File: src/rtl/alu_pkg.sv
// alu_pkg: opcode and FSM state encodings shared by the alu_seq slice
package alu_pkg;
  localparam logic [3:0] OP_NOP   = 4'h0;
  localparam logic [3:0] OP_ADD   = 4'h1;
  localparam logic [3:0] OP_AND   = 4'h2;
  localparam logic [3:0] OP_OR    = 4'h3;
  localparam logic [3:0] OP_XOR   = 4'h4;
  localparam logic [3:0] OP_SUB   = 4'h5;
  localparam logic [3:0] OP_SHL   = 4'h6;
  localparam logic [3:0] OP_SHR   = 4'h7;
  localparam logic [3:0] OP_ASR   = 4'h8;
  localparam logic [3:0] OP_MUL   = 4'h9;
  localparam logic [3:0] OP_ADC   = 4'hA;
  localparam logic [3:0] OP_PASSA = 4'hB;
  localparam logic [3:0] OP_CMP   = 4'hC;
  typedef enum logic {ST_IDLE = 1'b0, ST_MUL = 1'b1} state_t;
endpackage

File: src/rtl/alu_seq_if.sv
// alu_seq_if: request/result bundle between the datapath and alu_seq
interface alu_seq_if #(parameter int WIDTH = 16, parameter int OPW = 4);
  logic             Enable;
  logic [OPW-1:0]   Opcode;
  logic [WIDTH-1:0] Data_A;
  logic [WIDTH-1:0] Data_B;
  logic [WIDTH-1:0] Results;
  logic             CF;
  logic             ZF;
  logic             NF;
  logic             VF;
  logic             Busy;
  logic             Done;
  logic             Err;
  modport master (output Enable, Opcode, Data_A, Data_B,
                  input Results, CF, ZF, NF, VF, Busy, Done, Err);
  modport slave (input Enable, Opcode, Data_A, Data_B,
                 output Results, CF, ZF, NF, VF, Busy, Done, Err);
endinterface

File: src/rtl/alu_mul_seq.sv
// alu_mul_seq: shift-add multiplier, one partial product per cycle, WIDTH steps
module alu_mul_seq #(parameter int WIDTH = 16) (
  input  logic               CLK,
  input  logic               RST,
  input  logic               start,
  input  logic [WIDTH-1:0]   a,
  input  logic [WIDTH-1:0]   b,
  output logic               busy,
  output logic               done,
  output logic [2*WIDTH-1:0] product
);
  localparam int CW = $clog2(WIDTH + 1);
  logic [2*WIDTH-1:0] mcand, acc;
  logic [WIDTH-1:0]   mplier;
  logic [CW-1:0]      count;
  // product includes the step in progress so the last step can be written back directly
  assign product = acc + (mplier[0] ? mcand : '0);
  assign done    = busy && count == CW'(1);
  always_ff @(posedge CLK or negedge RST)
    if (!RST) begin
      busy   <= 1'b0;
      mcand  <= '0;
      acc    <= '0;
      mplier <= '0;
      count  <= '0;
    end else if (start && !busy) begin
      busy   <= 1'b1;
      mcand  <= {{WIDTH{1'b0}}, a};
      acc    <= '0;
      mplier <= b;
      count  <= CW'(WIDTH);
    end else if (busy) begin
      acc    <= product;
      mcand  <= mcand << 1;
      mplier <= mplier >> 1;
      count  <= count - CW'(1);
      busy   <= !done;
    end
endmodule

File: src/rtl/alu_seq.sv
// alu_seq: registered ALU with NZCV flags, stored-carry ADC and sequential multiply
module alu_seq import alu_pkg::*; #(parameter int WIDTH = 16, parameter int OPW = 4) (
  input logic      CLK,
  input logic      RST,
  alu_seq_if.slave bus
);
  localparam int SW = $clog2(WIDTH);
  localparam int M  = WIDTH - 1;
  state_t             state, state_n;
  logic               accept, fire, mul_start, mul_busy, mul_done;
  logic               legal, upd_r, cf_n, vf_n;
  logic [WIDTH-1:0]   a, b, res_n;
  logic [WIDTH:0]     sum, dif;
  logic [2*WIDTH-1:0] prod, shl, shr, asr;
  logic [SW-1:0]      sh;
  assign a   = bus.Data_A;
  assign b   = bus.Data_B;
  assign sh  = b[SW-1:0];
  assign sum = {1'b0, a} + {1'b0, b} + {{WIDTH{1'b0}}, bus.Opcode == OP_ADC && bus.CF};
  assign dif = {1'b0, a} - {1'b0, b};
  // shifts run in a double-width window so the last bit shifted out lands next to the result
  assign shl = {{WIDTH{1'b0}}, a} << sh;
  assign shr = {a, {WIDTH{1'b0}}} >> sh;
  assign asr = $signed({a, {WIDTH{1'b0}}}) >>> sh;
  always_comb begin
    res_n = '0;
    cf_n  = 1'b0;
    vf_n  = 1'b0;
    upd_r = 1'b1;
    legal = 1'b1;
    case (bus.Opcode)
      OP_ADD, OP_ADC: begin
        res_n = sum[M:0];
        cf_n  = sum[WIDTH];
        vf_n  = a[M] == b[M] && sum[M] != a[M];
      end
      OP_SUB, OP_CMP: begin
        res_n = dif[M:0];
        cf_n  = dif[WIDTH];
        vf_n  = a[M] != b[M] && dif[M] != a[M];
        upd_r = bus.Opcode != OP_CMP;
      end
      OP_AND:   res_n = a & b;
      OP_OR:    res_n = a | b;
      OP_XOR:   res_n = a ^ b;
      OP_PASSA: res_n = a;
      OP_SHL: begin
        res_n = shl[M:0];
        cf_n  = shl[WIDTH];
      end
      OP_SHR: begin
        res_n = shr[2*WIDTH-1:WIDTH];
        cf_n  = shr[M];
      end
      OP_ASR: begin
        res_n = asr[2*WIDTH-1:WIDTH];
        cf_n  = asr[M];
      end
      OP_NOP, OP_MUL: upd_r = 1'b0;
      default: begin
        legal = 1'b0;
        upd_r = 1'b0;
      end
    endcase
  end
  always_ff @(posedge CLK or negedge RST)
    if (!RST) state <= ST_IDLE;
    else      state <= state_n;
  always_comb
    state_n = state == ST_IDLE ? (bus.Enable && bus.Opcode == OP_MUL ? ST_MUL : ST_IDLE)
                               : (mul_done ? ST_IDLE : ST_MUL);
  always_comb begin
    accept    = state == ST_IDLE && bus.Enable;
    mul_start = accept && bus.Opcode == OP_MUL;
    fire      = accept && bus.Opcode != OP_NOP && bus.Opcode != OP_MUL;
    bus.Busy  = state == ST_MUL && mul_busy;
  end
  alu_mul_seq #(.WIDTH(WIDTH)) u_mul (
    .CLK(CLK), .RST(RST), .start(mul_start), .a(a), .b(b),
    .busy(mul_busy), .done(mul_done), .product(prod)
  );
  always_ff @(posedge CLK or negedge RST)
    if (!RST) begin
      bus.Results <= '0;
      bus.CF      <= 1'b0;
      bus.ZF      <= 1'b0;
      bus.NF      <= 1'b0;
      bus.VF      <= 1'b0;
      bus.Done    <= 1'b0;
      bus.Err     <= 1'b0;
    end else begin
      bus.Done <= fire || mul_done;
      if (accept) bus.Err <= !legal;
      if (mul_done) begin
        bus.Results <= prod[M:0];
        bus.CF      <= |prod[2*WIDTH-1:WIDTH];
        bus.ZF      <= prod[M:0] == '0;
        bus.NF      <= prod[M];
        bus.VF      <= 1'b0;
      end else if (fire && legal) begin
        if (upd_r) bus.Results <= res_n;
        bus.CF <= cf_n;
        bus.ZF <= res_n == '0;
        bus.NF <= res_n[M];
        bus.VF <= vf_n;
      end
    end
endmodule
File: src/flat_wrapper.sv
// flat-port wrapper written by rule: the top's interface ports become plain ports
module alu_seq_flat import alu_pkg::*;
#(parameter int WIDTH = 16, parameter int OPW = 4)
  (CLK, RST, bus_Enable, bus_Opcode, bus_Data_A, bus_Data_B, bus_Results, bus_CF, bus_ZF, bus_NF, bus_VF, bus_Busy, bus_Done, bus_Err);
  alu_seq_if #(.WIDTH(WIDTH), .OPW(OPW)) bus_i ();
  input logic CLK;
  input logic RST;
  input wire logic [$bits(bus_i.Enable)-1:0] bus_Enable;
  input wire logic [$bits(bus_i.Opcode)-1:0] bus_Opcode;
  input wire logic [$bits(bus_i.Data_A)-1:0] bus_Data_A;
  input wire logic [$bits(bus_i.Data_B)-1:0] bus_Data_B;
  output wire logic [$bits(bus_i.Results)-1:0] bus_Results;
  output wire logic [$bits(bus_i.CF)-1:0] bus_CF;
  output wire logic [$bits(bus_i.ZF)-1:0] bus_ZF;
  output wire logic [$bits(bus_i.NF)-1:0] bus_NF;
  output wire logic [$bits(bus_i.VF)-1:0] bus_VF;
  output wire logic [$bits(bus_i.Busy)-1:0] bus_Busy;
  output wire logic [$bits(bus_i.Done)-1:0] bus_Done;
  output wire logic [$bits(bus_i.Err)-1:0] bus_Err;
  assign bus_i.Enable = bus_Enable;
  assign bus_i.Opcode = bus_Opcode;
  assign bus_i.Data_A = bus_Data_A;
  assign bus_i.Data_B = bus_Data_B;
  assign bus_Results = bus_i.Results;
  assign bus_CF = bus_i.CF;
  assign bus_ZF = bus_i.ZF;
  assign bus_NF = bus_i.NF;
  assign bus_VF = bus_i.VF;
  assign bus_Busy = bus_i.Busy;
  assign bus_Done = bus_i.Done;
  assign bus_Err = bus_i.Err;
  alu_seq #(.WIDTH(WIDTH), .OPW(OPW)) u_core (.CLK(CLK), .RST(RST), .bus(bus_i));
endmodule
File: config.mk
export PLATFORM = sky130hd
export DESIGN_NAME = alu_seq_flat
export DESIGN_NICKNAME = d
export VERILOG_FILES = /design/src/rtl/alu_pkg.sv /design/src/rtl/alu_seq_if.sv /design/src/rtl/alu_mul_seq.sv /design/src/rtl/alu_seq.sv /design/src/flat_wrapper.sv
export SDC_FILE = /design/constraint.sdc
export NUM_CORES = 1
export LEC_CHECK = 0
export CAP_MARGIN = 25
export CORE_ASPECT_RATIO = 1.25
export CORE_MARGIN = 3
export CORE_UTILIZATION = 45
export CTS_BUF_LIST = sky130_fd_sc_hd__clkbuf_4 sky130_fd_sc_hd__clkbuf_8 sky130_fd_sc_hd__clkbuf_16
export CTS_CLUSTER_DIAMETER = 30
export DETAILED_ROUTE_END_ITERATION = 7
export HOLD_SLACK_MARGIN = 0.02
export PLACE_DENSITY = 0.6
export SLEW_MARGIN = 20
export SYNTH_ARGS = -nofsm -noshare
export SYNTH_HDL_FRONTEND = slang
export SYNTH_HIERARCHICAL = 1
export SYNTH_SLANG_ARGS = --single-unit
export TNS_END_PERCENT = 20
File: constraint.sdc
create_clock -name CLK -period 8.8 [get_ports CLK]
set_clock_uncertainty 0.1 [all_clocks]
set_input_delay 1.32 -clock CLK [delete_from_list [all_inputs] [get_ports CLK]]
set_output_delay 1.32 -clock CLK [all_outputs]
set_load 0.03 [all_outputs]
==> summary.txt, run 1 <==
Status
  • Status: completed

Placed design
  • Gp weighted congestion: 1.01
  • PortBufs: 61
  • Placed Instances: 1,675
  • Post-DP HPWL: 30,600 um

Setup path
  • Crit path from: bus_Opcode[1]
  • Reg2Reg Depth: 15
  • Largest fanout on the critical path: 24
  • Setup CP Type: in2reg
  • CP Capture Point: u_core/bus.ZF
  • Crit path capture type: register
  • R2R Path End: u_core/bus.ZF
  • Critical Path RT: 8.97 ns
  • Reg2Reg Launch Point: u_core/u_mul/mplier[0]
  • R2r setup slk: 4.03 ns
  • CP Launch Type: input port
  • Crit path DAT: 6.73 ns

Job
  • Max-cap viol count: 0

Cells and area
  • FILL cells: 2,389
  • Ant. Diodes: 0
  • Post-Layout Cell Count: 1,691
  • Footprint of the multi-input gates: 7800 um2
  • Net count, final: 1,486
  • Register area: 2730 um2
  • Share of layout cells above drive strength 1: 6.59%
  • Area Overhead vs Synth: 9.75%
  • Final core occ: 50.8%

Hold path
  • Type of the most critical hold path: reg2reg
  • Hold path start: u_core/bus.Err

Detailed routing
  • DRT Pass-1 Iters: 5
  • WL/cell: 24.1 um
  • 1st-iter DRT viols: 849
  • Routed vias/inst: 6.45
  • Via count: 10,900
  • Final WL: 40,700 um
  • # DRC: 0
  • Final ANT Viol Nets: 0

Clock network
  • CTS H-tree lvls: 3
  • CTS tree: built
  • Clk sinks: 109
  • Clock Tree Root: clkbuf_16
  • CTS Buf Count: 9
  • Worst-Skew Late Latency: 0.37 ns
  • Clock slew at reported path FFs: 0.07 ns
  • Post-CTS setup buffers: 0
  • Clock buffer depth: 2
  • CTS Hold Bufs: 0
  • Post-CTS resize count: 0

Timing
  • Slew HR: 26.1%
  • Max Transition Viols Final: 0
  • Slew @ Worst Pin: 1.08 ns
  • RSZ-0062 raised after global routing: no
  • Fin. Hold Viols: 0
  • Fin Setup TNS: 0 ns
  • Final min period: 6.55 ns
  • Final-report setup violation count: 0
  • Hold Slack: 0.383 ns
  • Part of the cycle the worst path needs: 74.5%
  • Fmax: 0.153 GHz

Floorplan
  • Initial Util: 46.3%
  • Die height: 182 um
  • Die footprint: 26,600 um2
  • Core Area: 24,000 um2
  • Row count: 63
  • Die extent in x: 146 um
  • Io pins: 62

Synth
  • Post-synth cell types: 88
  • Main synth FF type: dfrtp_1
  • Post-synthesis sequential area ratio: 24.6%
  • Post-synthesis register bit count: 109
  • Ys async rst share: 100%
  • Synth Instances: 1,365
  • Yosys warning count: 6
  • Synth Net Count: 1,490
  • Syn avg cell area: 8.13 um2
  • Number of synthesized flops with an enable pin: 0
  • Post-Syn Area: 11,100 um2

Global route
  • Total GRT Usage: 30.0%
  • Wire length of the first global-routing pass: 62,500 um
  • Largest net degree at the start of global routing: 78
  • Vias in the first global route: 10,700
  • Remaining global-route overflow: 0
  • Initial antenna violation count: 0

Pwr
  • Leak: 5.22 nW
  • Overall Power: 0.00263 W
  • Max rail drop VDD: 0.151 mV
  • Power density cells: 216 nW/um2
[sequential cells by signal, indices dropped and copies added (netlist names)]
signal,flops
u_core/u_mul/acc,32
u_core/u_mul/mcand,32
u_core/bus.Results,16
u_core/u_mul/mplier,16
u_core/u_mul/count,5
u_core/bus.CF,1
u_core/bus.Done,1
u_core/bus.Err,1
u_core/bus.NF,1
u_core/bus.VF,1
u_core/bus.ZF,1
u_core/state,1
u_core/u_mul/busy,1
[cells in the mapped netlist, types with 25 or more instances]
library cell  count  share of area (%)
dfrtp_1         109                 25
and2_1           41                2.3
o21ai_0         121                5.5
nand2b_1         29                1.6
a211oi_1         25                1.7
inv_1            50                1.7
mux2i_1          56                5.0
nand2_1         166                5.6
nor2_1           77                2.6
ha_1             82                9.2
a22o_1           32                2.5
clkbuf_1         68                2.3
a21oi_1          76                3.4
[worst min path at each step]
| stage | slack [ns] | depth (start not counted) | endpoint |
|---|---|---|---|
| finish | 0.38 | 2 | u_core/bus.Err |
| global route | 0.42 | 2 | u_core/u_mul/mplier[8] |
| CTS | 0.39 | 2 | u_core/u_mul/mplier[14] |
| detailed placement | 0.37 | 2 | u_core/u_mul/mplier[14] |
| global placement | 0.36 | 2 | u_core/u_mul/mplier[8] |
| floorplan | 0.35 | 2 | u_core/u_mul/mplier[0] |
[routing by layer]
| metal | track usage (%) | up-vias | share of wire [%] |
|---|---|---|---|
| li1 | - | 5041 | - |
| met1 | 36.7 | 5327 | 40 |
| met2 | 51.2 | 442 | 48 |
| met3 | 3.64 | 100 | 5.5 |
| met4 | 17.2 | 0 | 6.4 |
| met5 | 0 | - | 0 |
[worst max-delay path, stage by stage]
cell	delay [ns]
clkdlybuf4s50_1	1.01
nor2b_1	0.82
nand3_1	0.19
fa_1	0.46
fa_1	0.41
xnor2_1	0.16
a31oi_1	0.18
nand2_1	0.08
a221oi_1	0.38
o21ai_0	0.21
nor4_1	0.58
nand4_1	0.17
or4_1	0.51
o31ai_2	0.23
[area by class of cell]
cell class / count / area share, %
sequential: 109 / 22.4
tap: 325 / 3.34
multi-input combinational: 1108 / 64.0
clock inverter: 5 / 0.349
inverter: 50 / 1.54
timing repair buffer: 83 / 6.34
clock buffer: 11 / 1.97
[report_power, final]
part           leakage [nW]  switching, W  total (W)  internal (W)
combinational          3.66      0.000813    0.00132      0.000512
sequential             1.42      0.000188   0.000891      0.000703
clock                 0.143      0.000208   0.000411      0.000203
[layout by cell type (no fill, tap or decap), types with 9 or more instances in the layout]
cell type,instances
clkdlybuf4s50_1,59
and2_1,41
xor2_1,14
a22o_1,32
o31ai_1,10
nor2b_1,17
clkbuf_16,9
a21o_1,23
nor4_1,16
nand2_1,166
a211o_1,10
o21ai_0,121
nor3_1,19
nand3_1,22
o211ai_1,20
o221ai_1,10
a211oi_1,25
a31oi_1,21
dfrtp_1,108
nor2_1,75
a21oi_1,75
inv_1,50
nand2b_1,29
nand4_1,13
mux4_2,19
ha_1,82
xnor2_1,21
buf_4,22
mux2i_1,56
or3_1,10
[stage by stage]
| stage | worst slack, ns | cell area [um2] |
|---|---|---|
| after floorplan | 3.79 | 11100 |
| after global placement | 2.22 | 11900 |
| after detailed placement | 2.04 | 11900 |
| after CTS | 2.41 | 12200 |
| after global routing | 2.05 | 12200 |
| final | 2.25 | 12200 |
[cells by family after synthesis]
family | count (synthesis) | share of synthesized area [%]
AO/OA/AOI/OAI | 456 | 27.8
adder cells (fa/ha/maj) | 86 | 9.96
buffers and inverters | 148 | 5.43
XOR/XNOR | 35 | 2.76
AND/OR/NAND/NOR | 452 | 20.1
multiplexers | 79 | 9.31
flip-flops | 109 | 24.6
Note: power is estimated with default switching activity, not from simulation.
==> run 2: changes to the inputs <==
clock period = 6.71 ns   (was 8.8 ns; I/O delays follow)
==> summary.txt, run 2 (synthesized netlist as in run 1, its figures left out) <==
Timing
  • Part of the cycle the worst path needs: 76.3%
  • Max Transition Viols Final: 0
  • Fin Setup TNS: 0 ns
  • Slew HR: 31.7%
  • Fmax: 0.195 GHz
  • Final min period: 5.12 ns
  • RSZ-0062 raised after global routing: no
  • Final-report setup violation count: 0
  • Slew @ Worst Pin: 0.999 ns
  • Fin. Hold Viols: 0

Pwr
  • Switch share: 45.6%
  • Leak: 5.24 nW
  • P_sw: 0.00158 W
  • Internal: 0.00189 W
  • Power density cells: 284 nW/um2
  • Seq pwr share: 34.5%
  • Comb pwr share: 49.4%
  • Overall Power: 0.00347 W
  • Clock power share: 16.1%
  • Max rail drop VDD: 0.219 mV

Detailed routing
  • Final WL: 41,500 um
  • Final ANT Viol Nets: 0
  • 1st-iter DRT viols: 1,036
  • DRT Pass-1 Iters: 7
  • Routed vias/inst: 6.46
  • WL/cell: 24.5 um
  • Via count: 10,900
  • # DRC: 0

Cells and area
  • Share of layout cells above drive strength 1: 6.73%
  • Footprint of the multi-input gates: 7800 um2
  • FILL cells: 2,421
  • Ant. Diodes: 0
  • Leading cell types in the layout, fill and taps excluded: 166 x nand2_1, 121 x o21ai_0, 108 x dfrtp_1, 82 x ha_1
  • Net count, final: 1,490
  • Fin area: 12,200 um2
  • Register area: 2730 um2
  • Top flop regs: u_core/u_mul/acc (32), u_core/u_mul/mcand (32)
  • Area Overhead vs Synth: 10.2%
  • Most common cell after layout, fill and taps aside: nand2_1

Placed design
  • Post-DP HPWL: 31,000 um
  • Gp weighted congestion: 1.01
  • PortBufs: 61
  • Cell Area, Placed: 11,900 um2

Floorplan
  • Core Area: 24,000 um2
  • Die footprint: 26,600 um2
  • Die extent in x: 146 um
  • Die height: 182 um
  • Initial Util: 46.3%
  • Row count: 63
  • Io pins: 62

Setup path
  • Setup CP Type: in2reg
  • Crit path capture type: register
  • Crit path DAT: 5.30 ns
  • CP Launch Type: input port
  • Max stage delay on crit path: 0.67 ns
  • Largest fanout on the critical path: 7
  • Critical Path RT: 6.89 ns
  • Slowest-stage cell, CP: a211oi_1
  • Worst-path cell chain: clkdlybuf4s50_1, inv_1, ha_1, inv_1, fa_1, nor2b_1, o21ai_0, a31oi_1, a211oi_1, o22ai_1, nor2_1, o21ai_0, or4_1, o31ai_2

Clock network
  • Worst-Skew Late Latency: 0.37 ns
  • Clock buffer depth: 2
  • Clock Tree Root: clkbuf_16
  • Clock slew at reported path FFs: 0.07 ns
  • CTS Hold Bufs: 0
  • CTS Buf Count: 9
  • Post-CTS resize count: 0
  • CTS H-tree lvls: 3
  • CTS tree: built
  • Post-CTS setup buffers: 0
  • Clk sinks: 109

Hold path
  • Type of the most critical hold path: reg2reg

Global route
  • Vias in the first global route: 10,600
  • Initial antenna violation count: 0
  • Wire length of the first global-routing pass: 63,300 um
  • Total GRT Usage: 30.6%
  • Remaining global-route overflow: 0
  • Largest net degree at the start of global routing: 82

Job
  • Max-cap viol count: 0

Status
  • Status: completed
[run 2: final timing paths]
path	from	end	slack [ns]	cells past startpoint
max	bus_Data_A[0]	u_core/bus.ZF	1.59	14
min	u_core/bus.Err	u_core/bus.Err	0.38	2
max reg2reg	u_core/u_mul/mplier[0]	u_core/bus.ZF	2.08	15
min reg2reg	u_core/bus.Err	u_core/bus.Err	0.38	2
max in group asynchronous	RST	u_core/u_mul/busy	4.65	2
min in group asynchronous	RST	u_core/u_mul/mcand[30]	0.50	1
[run 2: power groups by stage]
stage / clock (W) / sequential (W) / combinational (W)
2_1_floorplan: 0 / 0.00118 / 0.00111
3_3_place_gp: 0 / 0.00122 / 0.00166
3_5_place_dp: 0 / 0.00122 / 0.00167
4_1_cts: 0.000569 / 0.00121 / 0.00168
5_1_grt: 0.000596 / 0.00124 / 0.00187
6_report: 0.000558 / 0.00120 / 0.00171
[run 2: area by class of cell]
cell class	instances	area share (%)
clock buffer	10	1.90
clock inverter	4	0.419
inverter	50	1.53
multi-input combinational	1108	63.8
tap	325	3.32
timing repair buffer	87	6.69
sequential	109	22.3
[run 2: per-stage QoR]
stage               hold WS, ns  cells  util [%]  setup WS [ns]
detailed placement        0.365   1678      49.8           1.30
floorplan                 0.352   1365         -           2.01
global route              0.397   1693      51.0           1.36
CTS                       0.381   1692      51.0           1.66
global placement          0.361   1678      49.8           1.36
finish                    0.377   1693      51.0           1.59
[run 2: critical path: cells and delay by family]
kind / cells / cell delay, ns
simple gates: 3 / 0.83
fa+ha+maj: 2 / 0.59
compound gates: 6 / 1.99
buf+inv: 3 / 0.85
[run 2: metal layers]
layer | track usage, % | vias up | wire [um]
li1 | - | 5055 | -
met4 | 17.2 | 0 | 2600
met1 | 37.3 | 5289 | 16500
met2 | 52.4 | 470 | 20200
met5 | 0 | - | 0
met3 | 3.34 | 116 | 2240
==> RTL change, RTL diff (config.mk and constraints of run 2) <==
`WIDTH` is set to 16 in 4 places; all go to 8.
--- a/src/rtl/alu_seq_if.sv
+++ b/src/rtl/alu_seq_if.sv
@@ -1,3 +1,3 @@
 // alu_seq_if: request/result bundle between the datapath and alu_seq
-interface alu_seq_if #(parameter int WIDTH = 16, parameter int OPW = 4);
+interface alu_seq_if #(parameter int WIDTH = 8, parameter int OPW = 4);
   logic             Enable;
--- a/src/rtl/alu_mul_seq.sv
+++ b/src/rtl/alu_mul_seq.sv
@@ -1,3 +1,3 @@
 // alu_mul_seq: shift-add multiplier, one partial product per cycle, WIDTH steps
-module alu_mul_seq #(parameter int WIDTH = 16) (
+module alu_mul_seq #(parameter int WIDTH = 8) (
   input  logic               CLK,
--- a/src/rtl/alu_seq.sv
+++ b/src/rtl/alu_seq.sv
@@ -1,3 +1,3 @@
 // alu_seq: registered ALU with NZCV flags, stored-carry ADC and sequential multiply
-module alu_seq import alu_pkg::*; #(parameter int WIDTH = 16, parameter int OPW = 4) (
+module alu_seq import alu_pkg::*; #(parameter int WIDTH = 8, parameter int OPW = 4) (
   input logic      CLK,
--- a/src/flat_wrapper.sv
+++ b/src/flat_wrapper.sv
@@ -2,3 +2,3 @@
 module alu_seq_flat import alu_pkg::*;
-#(parameter int WIDTH = 16, parameter int OPW = 4)
+#(parameter int WIDTH = 8, parameter int OPW = 4)
   (CLK, RST, bus_Enable, bus_Opcode, bus_Data_A, bus_Data_B, bus_Results, bus_CF, bus_ZF, bus_NF, bus_VF, bus_Busy, bus_Done, bus_Err);
Interface: changed (resized bus_Data_A, bus_Data_B and bus_Results); port bits go from 62 to 38. The function was not compared with the original's and may differ.
==> RTL change against run 2 <==
- setup slack better by 250 ps
- sequential cell count is 49 lower
- synthesized cell count is 56% lower
- synthesized area is 52% lower
- power is 44% lower
- cell area is 50% lower
- routed wire length is 63% lower
- via count is 57% lower
==> RTL change: results (changes against run 2) <==
The pin count of the biggest net entering global routing is 67 (-18%). The post-synthesis share of cell area spent on full adders, half adders and majority gates was 11.3% (+1.4 points). The source-to-sink clock delay at the later pin of the worst-skew pair came out at 320 ps (-50 ps). The number of design-rule violations left by the first detailed-router iteration is 242 (-77%). The sequential cell area fraction in the yosys report came out at 28.1% (+3.5 points). The detailed placement HPWL came out at 11300 microns (-64%). The met1 usage in global routing came out at 28.7% (-8.6 points).

The total length of routed wires is 15200 microns (-63%). Sorting the synthesized cells by how often they occur yields 60 x dfrtp_1, 51 x nand2_1, 48 x o21ai_0. The share of cell area taken by muxes after synthesis came to 10.1% (+0.81 points). The fraction of synthesized cell area in xor and xnor cells was 3.44% (+0.68 points).

The final instance count without filler cells is 780 (-54%). The total routing resource utilization after global routing is 23.2% (-7.3 points). The via count of the routed design came out at 4710 (-57%). The largest voltage drop on the vdd net came out at 0.231 mV (+5.3%). The gate count of the mapped netlist came out at 595 (-56%).

The largest registers in the layout are u_core/u_mul/acc (16), u_core/u_mul/mcand (16). The number of nets in the synthesized netlist came out at 664 (-55%). The total leakage power was 2.73 nW (-48%).

The number of distinct library cells after synthesis came to 75 (-15%). The met2 layer usage reported by global route is 40.1% (-12 points). The number of filler cells placed in the layout came out at 1054 (-56%). The signal arrival time at the worst endpoint came out at 4980 ps (-320 ps). Ranked by total cell area, the synthesized netlist is headed by dfrtp_1 28%, ha_1 9.8%, mux2i_1 5.4%. The port buffer count is 37 (-39%). The run finished with clean final reports. The via count of the first global-routing pass is 4600 (-57%).

The final layout net count came out at 687 (-54%).
==> RTL change: cell count changes after synthesis, moves of 20 or more <==
cell and delta:
mux2i_1 -27, inv_1 -20, ha_1 -40, a21oi_1 -39
clkbuf_1 -55, dfrtp_1 -49, o21ai_0 -73, nand2_1 -115
nor2_1 -55, and2_1 -24, a211oi_1 -20
==> RTL change: worst max-delay path: stages <==
cell and delay (ps):
clkdlybuf4s50_1 790, nor2b_1 420, nand3_1 160, fa_1 450
fa_1 410, o21ai_0 330, o22ai_1 150, a21oi_1 180
o211ai_1 150, or4b_1 600, o41ai_2 350
==> RTL change: stage by stage <==
stage                     total power, mW  area (sq um)  worst slack, ps  utilization, %
after floorplan                      1.20          5350             2670               -
after global placement               1.43          5780             1770            50.9
after detailed placement             1.45          5790             1620            51.0
after CTS                            1.96          6110             1890            53.8
after global routing                 2.09          6120             1610            53.9
final                                1.95          6120             1840            53.9
==> RTL change: cell families after synthesis <==
group | count (synthesis)
AO/OA/AOI/OAI | 185
multiplexers | 42
XOR/XNOR | 21
AND/OR/NAND/NOR | 176
buffers and inverters | 65
adder cells (fa/ha/maj) | 46
flip-flops | 60
==> RTL change: area by class of cell <==
type                    instances  share of cell area, %
clock inverters                 4                   1.19
inverters                      31                   1.90
flip-flops and latches         60                   24.6
well taps                     157                   3.21
repair buffers                 46                   7.07
clock buffers                  12                   4.15
multi-input cells             470                   57.9
==> RTL change: routing by layer <==
layer	routed length (microns)	vias up	part of all wire, %
met3	867	32	5.7
li1	-	2245	-
met4	503	0	3.3
met1	6260	2262	41
met5	0	-	0
met2	7610	171	50
==> RTL change: worst paths after layout <==
check	start	cells after the start	to	slack, ps
max	bus_Opcode[1]	11	u_core/bus.ZF$_DFFE_PN0P_	1840
min	u_core/bus.Err$_DFFE_PN0P_	2	u_core/bus.Err$_DFFE_PN0P_	370
max in group asynchronous	RST	2	u_core/u_mul/busy$_DFF_PN0_	5210
min in group asynchronous	RST	2	u_core/bus.CF$_DFFE_PN0P_	740
max reg2reg	u_core/u_mul/mplier[0]$_DFFE_PN0P_	13	u_core/bus.CF$_DFFE_PN0P_	2490
min reg2reg	u_core/bus.Err$_DFFE_PN0P_	2	u_core/bus.Err$_DFFE_PN0P_	370
==> RTL change: report_power, final <==
part | internal, mW | switching, mW | total [mW]
Sequential | 0.509 | 0.111 | 0.620
Combinational | 0.346 | 0.485 | 0.830
Clock | 0.343 | 0.159 | 0.502
Total | 1.20 | 0.755 | 1.95
